==> src/rtl/mem_port_arbiter_if.sv <==
// Bus bundle between the memory port arbiter and its two requesters plus the memory array.
// slave = arbiter view, master = requester/memory-environment view.
interface mem_port_arbiter_if #(
  parameter int unsigned ADDR_W = 8,
  parameter int unsigned DATA_W = 8
);
  logic              i_cpu_req;
  logic              i_cpu_we;
  logic [ADDR_W-1:0] i_cpu_addr;
  logic [DATA_W-1:0] i_cpu_wdata;
  logic              o_cpu_gnt;
  logic              o_cpu_rvalid;
  logic [DATA_W-1:0] o_cpu_rdata;

  logic              i_ext_req;
  logic              i_ext_we;
  logic [ADDR_W-1:0] i_ext_addr;
  logic [DATA_W-1:0] i_ext_wdata;
  logic              o_ext_gnt;
  logic              o_ext_rvalid;
  logic [DATA_W-1:0] o_ext_rdata;

  logic              o_mem_en;
  logic              o_mem_we;
  logic [ADDR_W-1:0] o_mem_addr;
  logic [DATA_W-1:0] o_mem_wdata;
  logic [DATA_W-1:0] i_mem_rdata;
  logic [1:0]        o_owner;

  modport slave (
    input  i_cpu_req, i_cpu_we, i_cpu_addr, i_cpu_wdata,
    output o_cpu_gnt, o_cpu_rvalid, o_cpu_rdata,
    input  i_ext_req, i_ext_we, i_ext_addr, i_ext_wdata,
    output o_ext_gnt, o_ext_rvalid, o_ext_rdata,
    output o_mem_en, o_mem_we, o_mem_addr, o_mem_wdata,
    input  i_mem_rdata,
    output o_owner
  );

  modport master (
    output i_cpu_req, i_cpu_we, i_cpu_addr, i_cpu_wdata,
    input  o_cpu_gnt, o_cpu_rvalid, o_cpu_rdata,
    output i_ext_req, i_ext_we, i_ext_addr, i_ext_wdata,
    input  o_ext_gnt, o_ext_rvalid, o_ext_rdata,
    input  o_mem_en, o_mem_we, o_mem_addr, o_mem_wdata,
    output i_mem_rdata,
    input  o_owner
  );
endinterface

==> src/rtl/mem_port_arbiter.sv <==
// CPU-priority arbiter for one synchronous memory port with a MAX_BURST starvation cap.
// Define MEM_ARB_STATS_EN to add saturating conflict / ext-grant counters.
module mem_port_arbiter #(
  parameter int unsigned ADDR_W    = 8,
  parameter int unsigned DATA_W    = 8,
  parameter int unsigned MAX_BURST = 4
) (
  input  logic               i_clk,
  input  logic               i_rst,
`ifdef MEM_ARB_STATS_EN
  output logic [15:0]        o_conflict_cnt,
  output logic [15:0]        o_ext_gnt_cnt,
`endif
  mem_port_arbiter_if.slave  bus
);
  localparam int unsigned CNT_W = $clog2(MAX_BURST + 1);

  typedef enum logic [1:0] {
    ST_IDLE = 2'b00,
    ST_CPU  = 2'b01,
    ST_EXT  = 2'b10
  } state_t;

  state_t           r_state;
  logic [CNT_W-1:0] r_cnt;
  logic             r_cpu_rtag;
  logic             r_ext_rtag;

  logic w_both;
  logic w_at_cap;
  logic w_cpu_gnt;
  logic w_ext_gnt;
  logic w_cpu_rvalid;
  logic w_ext_rvalid;

  assign w_both   = bus.i_cpu_req & bus.i_ext_req;
  assign w_at_cap = (r_cnt >= CNT_W'(MAX_BURST));

  // Grant decision; the owner keeps the port under contention until its burst hits the cap
  always_comb begin
    w_cpu_gnt = 1'b0;
    w_ext_gnt = 1'b0;
    if (!i_rst) begin
      if (w_both) begin
        case (r_state)
          ST_CPU: begin
            w_cpu_gnt = !w_at_cap;
            w_ext_gnt = w_at_cap;
          end
          ST_EXT: begin
            w_ext_gnt = !w_at_cap;
            w_cpu_gnt = w_at_cap;
          end
          default: w_cpu_gnt = 1'b1;
        endcase
      end else begin
        w_cpu_gnt = bus.i_cpu_req;
        w_ext_gnt = bus.i_ext_req;
      end
    end
  end

  assign bus.o_cpu_gnt   = w_cpu_gnt;
  assign bus.o_ext_gnt   = w_ext_gnt;
  assign bus.o_mem_en    = w_cpu_gnt | w_ext_gnt;
  assign bus.o_mem_we    = (w_cpu_gnt & bus.i_cpu_we) | (w_ext_gnt & bus.i_ext_we);
  assign bus.o_mem_addr  = w_cpu_gnt ? bus.i_cpu_addr  : (w_ext_gnt ? bus.i_ext_addr  : '0);
  assign bus.o_mem_wdata = w_cpu_gnt ? bus.i_cpu_wdata : (w_ext_gnt ? bus.i_ext_wdata : '0);

  // Owner state, saturating burst counter and one-cycle read-return tags
  always_ff @(posedge i_clk) begin
    if (i_rst) begin
      r_state    <= ST_IDLE;
      r_cnt      <= '0;
      r_cpu_rtag <= 1'b0;
      r_ext_rtag <= 1'b0;
    end else begin
      r_cpu_rtag <= w_cpu_gnt & ~bus.i_cpu_we;
      r_ext_rtag <= w_ext_gnt & ~bus.i_ext_we;
      if (w_cpu_gnt) begin
        r_state <= ST_CPU;
        if (r_state != ST_CPU) r_cnt <= CNT_W'(1);
        else if (!w_at_cap)    r_cnt <= r_cnt + CNT_W'(1);
      end else if (w_ext_gnt) begin
        r_state <= ST_EXT;
        if (r_state != ST_EXT) r_cnt <= CNT_W'(1);
        else if (!w_at_cap)    r_cnt <= r_cnt + CNT_W'(1);
      end else begin
        r_state <= ST_IDLE;
        r_cnt   <= '0;
      end
    end
  end

  // A reset arriving while a read is in flight suppresses its return immediately
  assign w_cpu_rvalid     = r_cpu_rtag & ~i_rst;
  assign w_ext_rvalid     = r_ext_rtag & ~i_rst;
  assign bus.o_cpu_rvalid = w_cpu_rvalid;
  assign bus.o_ext_rvalid = w_ext_rvalid;
  assign bus.o_cpu_rdata  = w_cpu_rvalid ? bus.i_mem_rdata : '0;
  assign bus.o_ext_rdata  = w_ext_rvalid ? bus.i_mem_rdata : '0;
  assign bus.o_owner      = r_state;

`ifdef MEM_ARB_STATS_EN
  logic [15:0] r_conflict_cnt;
  logic [15:0] r_ext_gnt_cnt;

  always_ff @(posedge i_clk) begin
    if (i_rst) begin
      r_conflict_cnt <= '0;
      r_ext_gnt_cnt  <= '0;
    end else begin
      if (w_both && (r_conflict_cnt != 16'hFFFF))   r_conflict_cnt <= r_conflict_cnt + 16'd1;
      if (w_ext_gnt && (r_ext_gnt_cnt != 16'hFFFF)) r_ext_gnt_cnt  <= r_ext_gnt_cnt + 16'd1;
    end
  end

  assign o_conflict_cnt = r_conflict_cnt;
  assign o_ext_gnt_cnt  = r_ext_gnt_cnt;
`endif
endmodule

==> src/flat_wrapper.sv <==
// flat-port wrapper written by rule: the top's interface ports become plain ports
module mem_port_arbiter_flat 
#(
  parameter int unsigned ADDR_W    = 8,
  parameter int unsigned DATA_W    = 8,
  parameter int unsigned MAX_BURST = 4
)
  (i_clk, i_rst, bus_i_cpu_req, bus_i_cpu_we, bus_i_cpu_addr, bus_i_cpu_wdata, bus_o_cpu_gnt, bus_o_cpu_rvalid, bus_o_cpu_rdata, bus_i_ext_req, bus_i_ext_we, bus_i_ext_addr, bus_i_ext_wdata, bus_o_ext_gnt, bus_o_ext_rvalid, bus_o_ext_rdata, bus_o_mem_en, bus_o_mem_we, bus_o_mem_addr, bus_o_mem_wdata, bus_i_mem_rdata, bus_o_owner);
  mem_port_arbiter_if #(.ADDR_W(ADDR_W), .DATA_W(DATA_W)) bus_i ();
  input  logic i_clk;
  input  logic i_rst;
  input wire logic [$bits(bus_i.i_cpu_req)-1:0] bus_i_cpu_req;
  input wire logic [$bits(bus_i.i_cpu_we)-1:0] bus_i_cpu_we;
  input wire logic [$bits(bus_i.i_cpu_addr)-1:0] bus_i_cpu_addr;
  input wire logic [$bits(bus_i.i_cpu_wdata)-1:0] bus_i_cpu_wdata;
  output wire logic [$bits(bus_i.o_cpu_gnt)-1:0] bus_o_cpu_gnt;
  output wire logic [$bits(bus_i.o_cpu_rvalid)-1:0] bus_o_cpu_rvalid;
  output wire logic [$bits(bus_i.o_cpu_rdata)-1:0] bus_o_cpu_rdata;
  input wire logic [$bits(bus_i.i_ext_req)-1:0] bus_i_ext_req;
  input wire logic [$bits(bus_i.i_ext_we)-1:0] bus_i_ext_we;
  input wire logic [$bits(bus_i.i_ext_addr)-1:0] bus_i_ext_addr;
  input wire logic [$bits(bus_i.i_ext_wdata)-1:0] bus_i_ext_wdata;
  output wire logic [$bits(bus_i.o_ext_gnt)-1:0] bus_o_ext_gnt;
  output wire logic [$bits(bus_i.o_ext_rvalid)-1:0] bus_o_ext_rvalid;
  output wire logic [$bits(bus_i.o_ext_rdata)-1:0] bus_o_ext_rdata;
  output wire logic [$bits(bus_i.o_mem_en)-1:0] bus_o_mem_en;
  output wire logic [$bits(bus_i.o_mem_we)-1:0] bus_o_mem_we;
  output wire logic [$bits(bus_i.o_mem_addr)-1:0] bus_o_mem_addr;
  output wire logic [$bits(bus_i.o_mem_wdata)-1:0] bus_o_mem_wdata;
  input wire logic [$bits(bus_i.i_mem_rdata)-1:0] bus_i_mem_rdata;
  output wire logic [$bits(bus_i.o_owner)-1:0] bus_o_owner;
  assign bus_i.i_cpu_req = bus_i_cpu_req;
  assign bus_i.i_cpu_we = bus_i_cpu_we;
  assign bus_i.i_cpu_addr = bus_i_cpu_addr;
  assign bus_i.i_cpu_wdata = bus_i_cpu_wdata;
  assign bus_o_cpu_gnt = bus_i.o_cpu_gnt;
  assign bus_o_cpu_rvalid = bus_i.o_cpu_rvalid;
  assign bus_o_cpu_rdata = bus_i.o_cpu_rdata;
  assign bus_i.i_ext_req = bus_i_ext_req;
  assign bus_i.i_ext_we = bus_i_ext_we;
  assign bus_i.i_ext_addr = bus_i_ext_addr;
  assign bus_i.i_ext_wdata = bus_i_ext_wdata;
  assign bus_o_ext_gnt = bus_i.o_ext_gnt;
  assign bus_o_ext_rvalid = bus_i.o_ext_rvalid;
  assign bus_o_ext_rdata = bus_i.o_ext_rdata;
  assign bus_o_mem_en = bus_i.o_mem_en;
  assign bus_o_mem_we = bus_i.o_mem_we;
  assign bus_o_mem_addr = bus_i.o_mem_addr;
  assign bus_o_mem_wdata = bus_i.o_mem_wdata;
  assign bus_i.i_mem_rdata = bus_i_mem_rdata;
  assign bus_o_owner = bus_i.o_owner;
  mem_port_arbiter #(.ADDR_W(ADDR_W), .DATA_W(DATA_W), .MAX_BURST(MAX_BURST)) u_core (.i_clk(i_clk), .i_rst(i_rst), .bus(bus_i));
endmodule
==> config.mk <==
export PLATFORM = sky130hd
export DESIGN_NAME = mem_port_arbiter_flat
export DESIGN_NICKNAME = d
export VERILOG_FILES = /design/src/rtl/mem_port_arbiter_if.sv /design/src/rtl/mem_port_arbiter.sv /design/src/flat_wrapper.sv
export SDC_FILE = /design/constraint.sdc
export NUM_CORES = 1
export LEC_CHECK = 0
export ABC_CLOCK_PERIOD_IN_PS = 4980
export CAP_MARGIN = 20
export CORE_MARGIN = 10
export CORE_UTILIZATION = 35
export DETAILED_ROUTE_END_ITERATION = 12
export PLACE_DENSITY = 0.86
export SKIP_LAST_GASP = 1
export SYNTH_ARGS = -nofsm -noshare
export SYNTH_HDL_FRONTEND = slang
export SYNTH_SLANG_ARGS = --single-unit
==> constraint.sdc <==
create_clock -name i_clk -period 4.98 [get_ports i_clk]
set_input_delay 0.747 -clock i_clk [delete_from_list [all_inputs] [get_ports i_clk]]
set_output_delay 0.747 -clock i_clk [all_outputs]
set_load 0.02 [all_outputs]
==> results_dict.tcl <==
set metrics [dict create \
    power_density_nw_per_um2 128.3 \
    ant_nets 0 \
    hpwlAfterDp_um 3255 \
    finalWorstSetupSlack_ps 1174 \
    max_clock_freq_mhz 262.7 \
    crit_arrival_ps 3060 \
    grt.overflow.total 0 \
    fin_area_sq_um 1861 \
    maxCapViolCount 0 \
    fin_skew_ps 1.454 \
    clk_path_buf_depth 2 \
    cts_buffers 3 \
    tightestPinTransition_ps 670.9 \
    place_ws_ps 1179 \
    vias 1127 \
    end_kind "output port" \
    synthTopCellsByArea "mux2_4 15%, dfxtp_1 14%, a211oi_1 13%" \
    cp.required_ps 4230 \
    ys_seq_area_share_pct 13.95 \
    slew_headroom_pct 55.27 \
    start_util_pct 36.43 \
    cp-start-kind "input port" \
    die-area_sq_um 5414 \
    grt_pass1_vias 1190 \
    core-area_sq_um 2758 \
    yosysTopAreaCell "mux2_4" \
    ys.flop_type "dfxtp_1" \
    ir_drop_uv 135.8 \
    cts_tree "yes" \
    wl_met3_um 250 \
    setup_tns_ps 0 \
    finalSetupViolCount 0 \
    status "finished, final reports clean" \
    ios 86 \
    async_flop_share_pct 0 \
    gr-usage-all-layers_pct 13.28 \
    p_leak_nw 0.7570 \
    wl_met1_um 1313 \
    gp_congestion 0.8419 \
    yosysWarnings 0 \
    avgSynthCellArea_sq_um 8.515 \
    cts_resized 0 \
    clock_latency_ps 240 \
    vias_per_cell 4.900 \
    htree_levels 1 \
    holdWs_ps 580.1 \
    synth_top_cell_area_share_pct 14.94 \
    layout_min_cycle_time_ps 3807 \
    finalCritPeriodShare_pct 76.44 \
    nets 250 \
    cts_hold_buf 0 \
    drt_iter0_drc 46 \
    rsz0062_at_grt "no" \
    cp_max_fo 22 \
    diodes 0 \
    final_max_slew_viol_count 0 \
    area_delta_synth_final_pct 85.18 \
    drt_first_pass_iters 4 \
    synthDistinctLibCells 27 \
    hold_path.class "reg -> reg" \
    grt_max_degree 23 \
    synth_area_sq_um 1005 \
    clockRootBuffer "clkbuf_4" \
    clk_pin_slew_ps 50 \
    hold_viol_final 0 \
    postSynthCellCount 118 \
    fillCellCount 232 \
    routedWlPerCell_um 16.49 \
    antenna_found_initial 0 \
    grt_pass1_wl_um 5837 \
    met2WireLength_um 2167 \
    ys_top_cells_by_count "20 x inv_1, 18 x a211oi_1, 16 x and2_1" \
    portBuffers 85 \
    drive_gt1_share_pct 13.57 \
    ys_ff_latch 7 \
    die_h_um 73.58 \
    synth_most_common_cell "inv_1" \
    cts_post_setup_buffers_inserted 0 \
    placed_area_sq_um 1834 \
    top_layer_used "met4" \
    num_rows 19 \
    drc 0 \
    wl_um 3793 \
    syn-num-nets 168 \
    cts.sinks 7 \
    die_w_um 73.58 \
    criticalPathCategory "in -> out" \
    synth-edff-count 0 \
]
flip-flops by register name (all words and copies together), names as in the netlist:
name                cells
u_core.bus.o_owner      2
u_core.r_cpu_rtag       1
u_core.r_ext_rtag       1
u_core.r_cnt            3
routing by layer:
layer	vias to the layer above	global-route usage, %
met3	4	3.499
li1	563	-
met2	35	26.80
met1	525	12.53
met4	0	3.520
met5	-	0
cell families after synthesis:
kind of cell | after synthesis | synth area share (%)
buf+inv | 30 | 14.94
fa+ha+maj | 4 | 4.982
compound gates | 26 | 19.18
xor+xnor | 1 | 0.8719
mux | 21 | 28.52
flops | 7 | 13.95
simple gates | 29 | 17.56
worst paths after layout:
path,from,to,slack (ps),cells after the start
min,u_core.r_cnt[1]$_SDFF_PP0_,u_core.r_cnt[1]$_SDFF_PP0_,580,2
max,bus_i_cpu_req,bus_o_mem_wdata[6],1170,7
min reg2reg,u_core.r_cnt[1]$_SDFF_PP0_,u_core.r_cnt[1]$_SDFF_PP0_,580,2
max reg2reg,u_core.bus.o_owner[0]$_SDFF_PP0_,u_core.r_cnt[0]$_SDFF_PP0_,3240,5
through the flow:
stage | instances | util, % | power, mW
after floorplan | 118 | - | 0.1232
after global placement | 226 | 66.52 | 0.1870
after detailed placement | 226 | 66.52 | 0.1907
after CTS | 230 | 67.47 | 0.2422
after global routing | 230 | 67.47 | 0.2538
final | 230 | 67.47 | 0.2386
worst max-delay path, cell delays in order:
cell             delay, ps
clkdlybuf4s50_1        460
buf_4                  240
nand2b_1               110
a21oi_2                240
buf_4                  320
mux2_2                 370
clkdlybuf4s50_1        560
cell usage in the layout (no fill, tap or decap):
cell type | netlist | final
nand3b_1 | 1 | 1
and2_1 | 16 | 16
clkbuf_4 | 0 | 3
a21oi_1 | 3 | 3
mux2i_1 | 1 | 1
a21boi_0 | 1 | 1
ha_1 | 4 | 4
or2_2 | 1 | 1
clkdlybuf4s50_1 | 0 | 85
and2b_1 | 1 | 1
xor2_1 | 1 | 1
nor2b_1 | 5 | 5
a22o_1 | 2 | 2
buf_4 | 1 | 2
dfxtp_1 | 7 | 7
nand2_1 | 2 | 2
nand2b_1 | 2 | 2
mux2_2 | 8 | 8
a21oi_2 | 1 | 1
a211oi_1 | 18 | 18
nor2_1 | 1 | 1
clkbuf_1 | 2 | 1
mux2i_2 | 1 | 1
inv_1 | 20 | 20
mux2_4 | 10 | 10
a221oi_1 | 1 | 1
mux2i_4 | 1 | 1
report_power, final:
group / switching, mW / internal [mW]
logic: 0.0526 / 0.0760
clock network: 0.0193 / 0.0305
registers: 0.00175 / 0.0584
final cells by class:
cell class | instances | area (sq um) | area share (%)
Tap cell | 31 | 38.79 | 2.085
Sequential cell | 7 | 140.1 | 7.532
Inverter | 20 | 75.07 | 4.035
Clock buffer | 4 | 26.28 | 1.412
Multi-Input combinational cell | 81 | 714.4 | 38.40
Timing Repair Buffer | 87 | 865.8 | 46.54
Power figures use the tool's default switching activity.
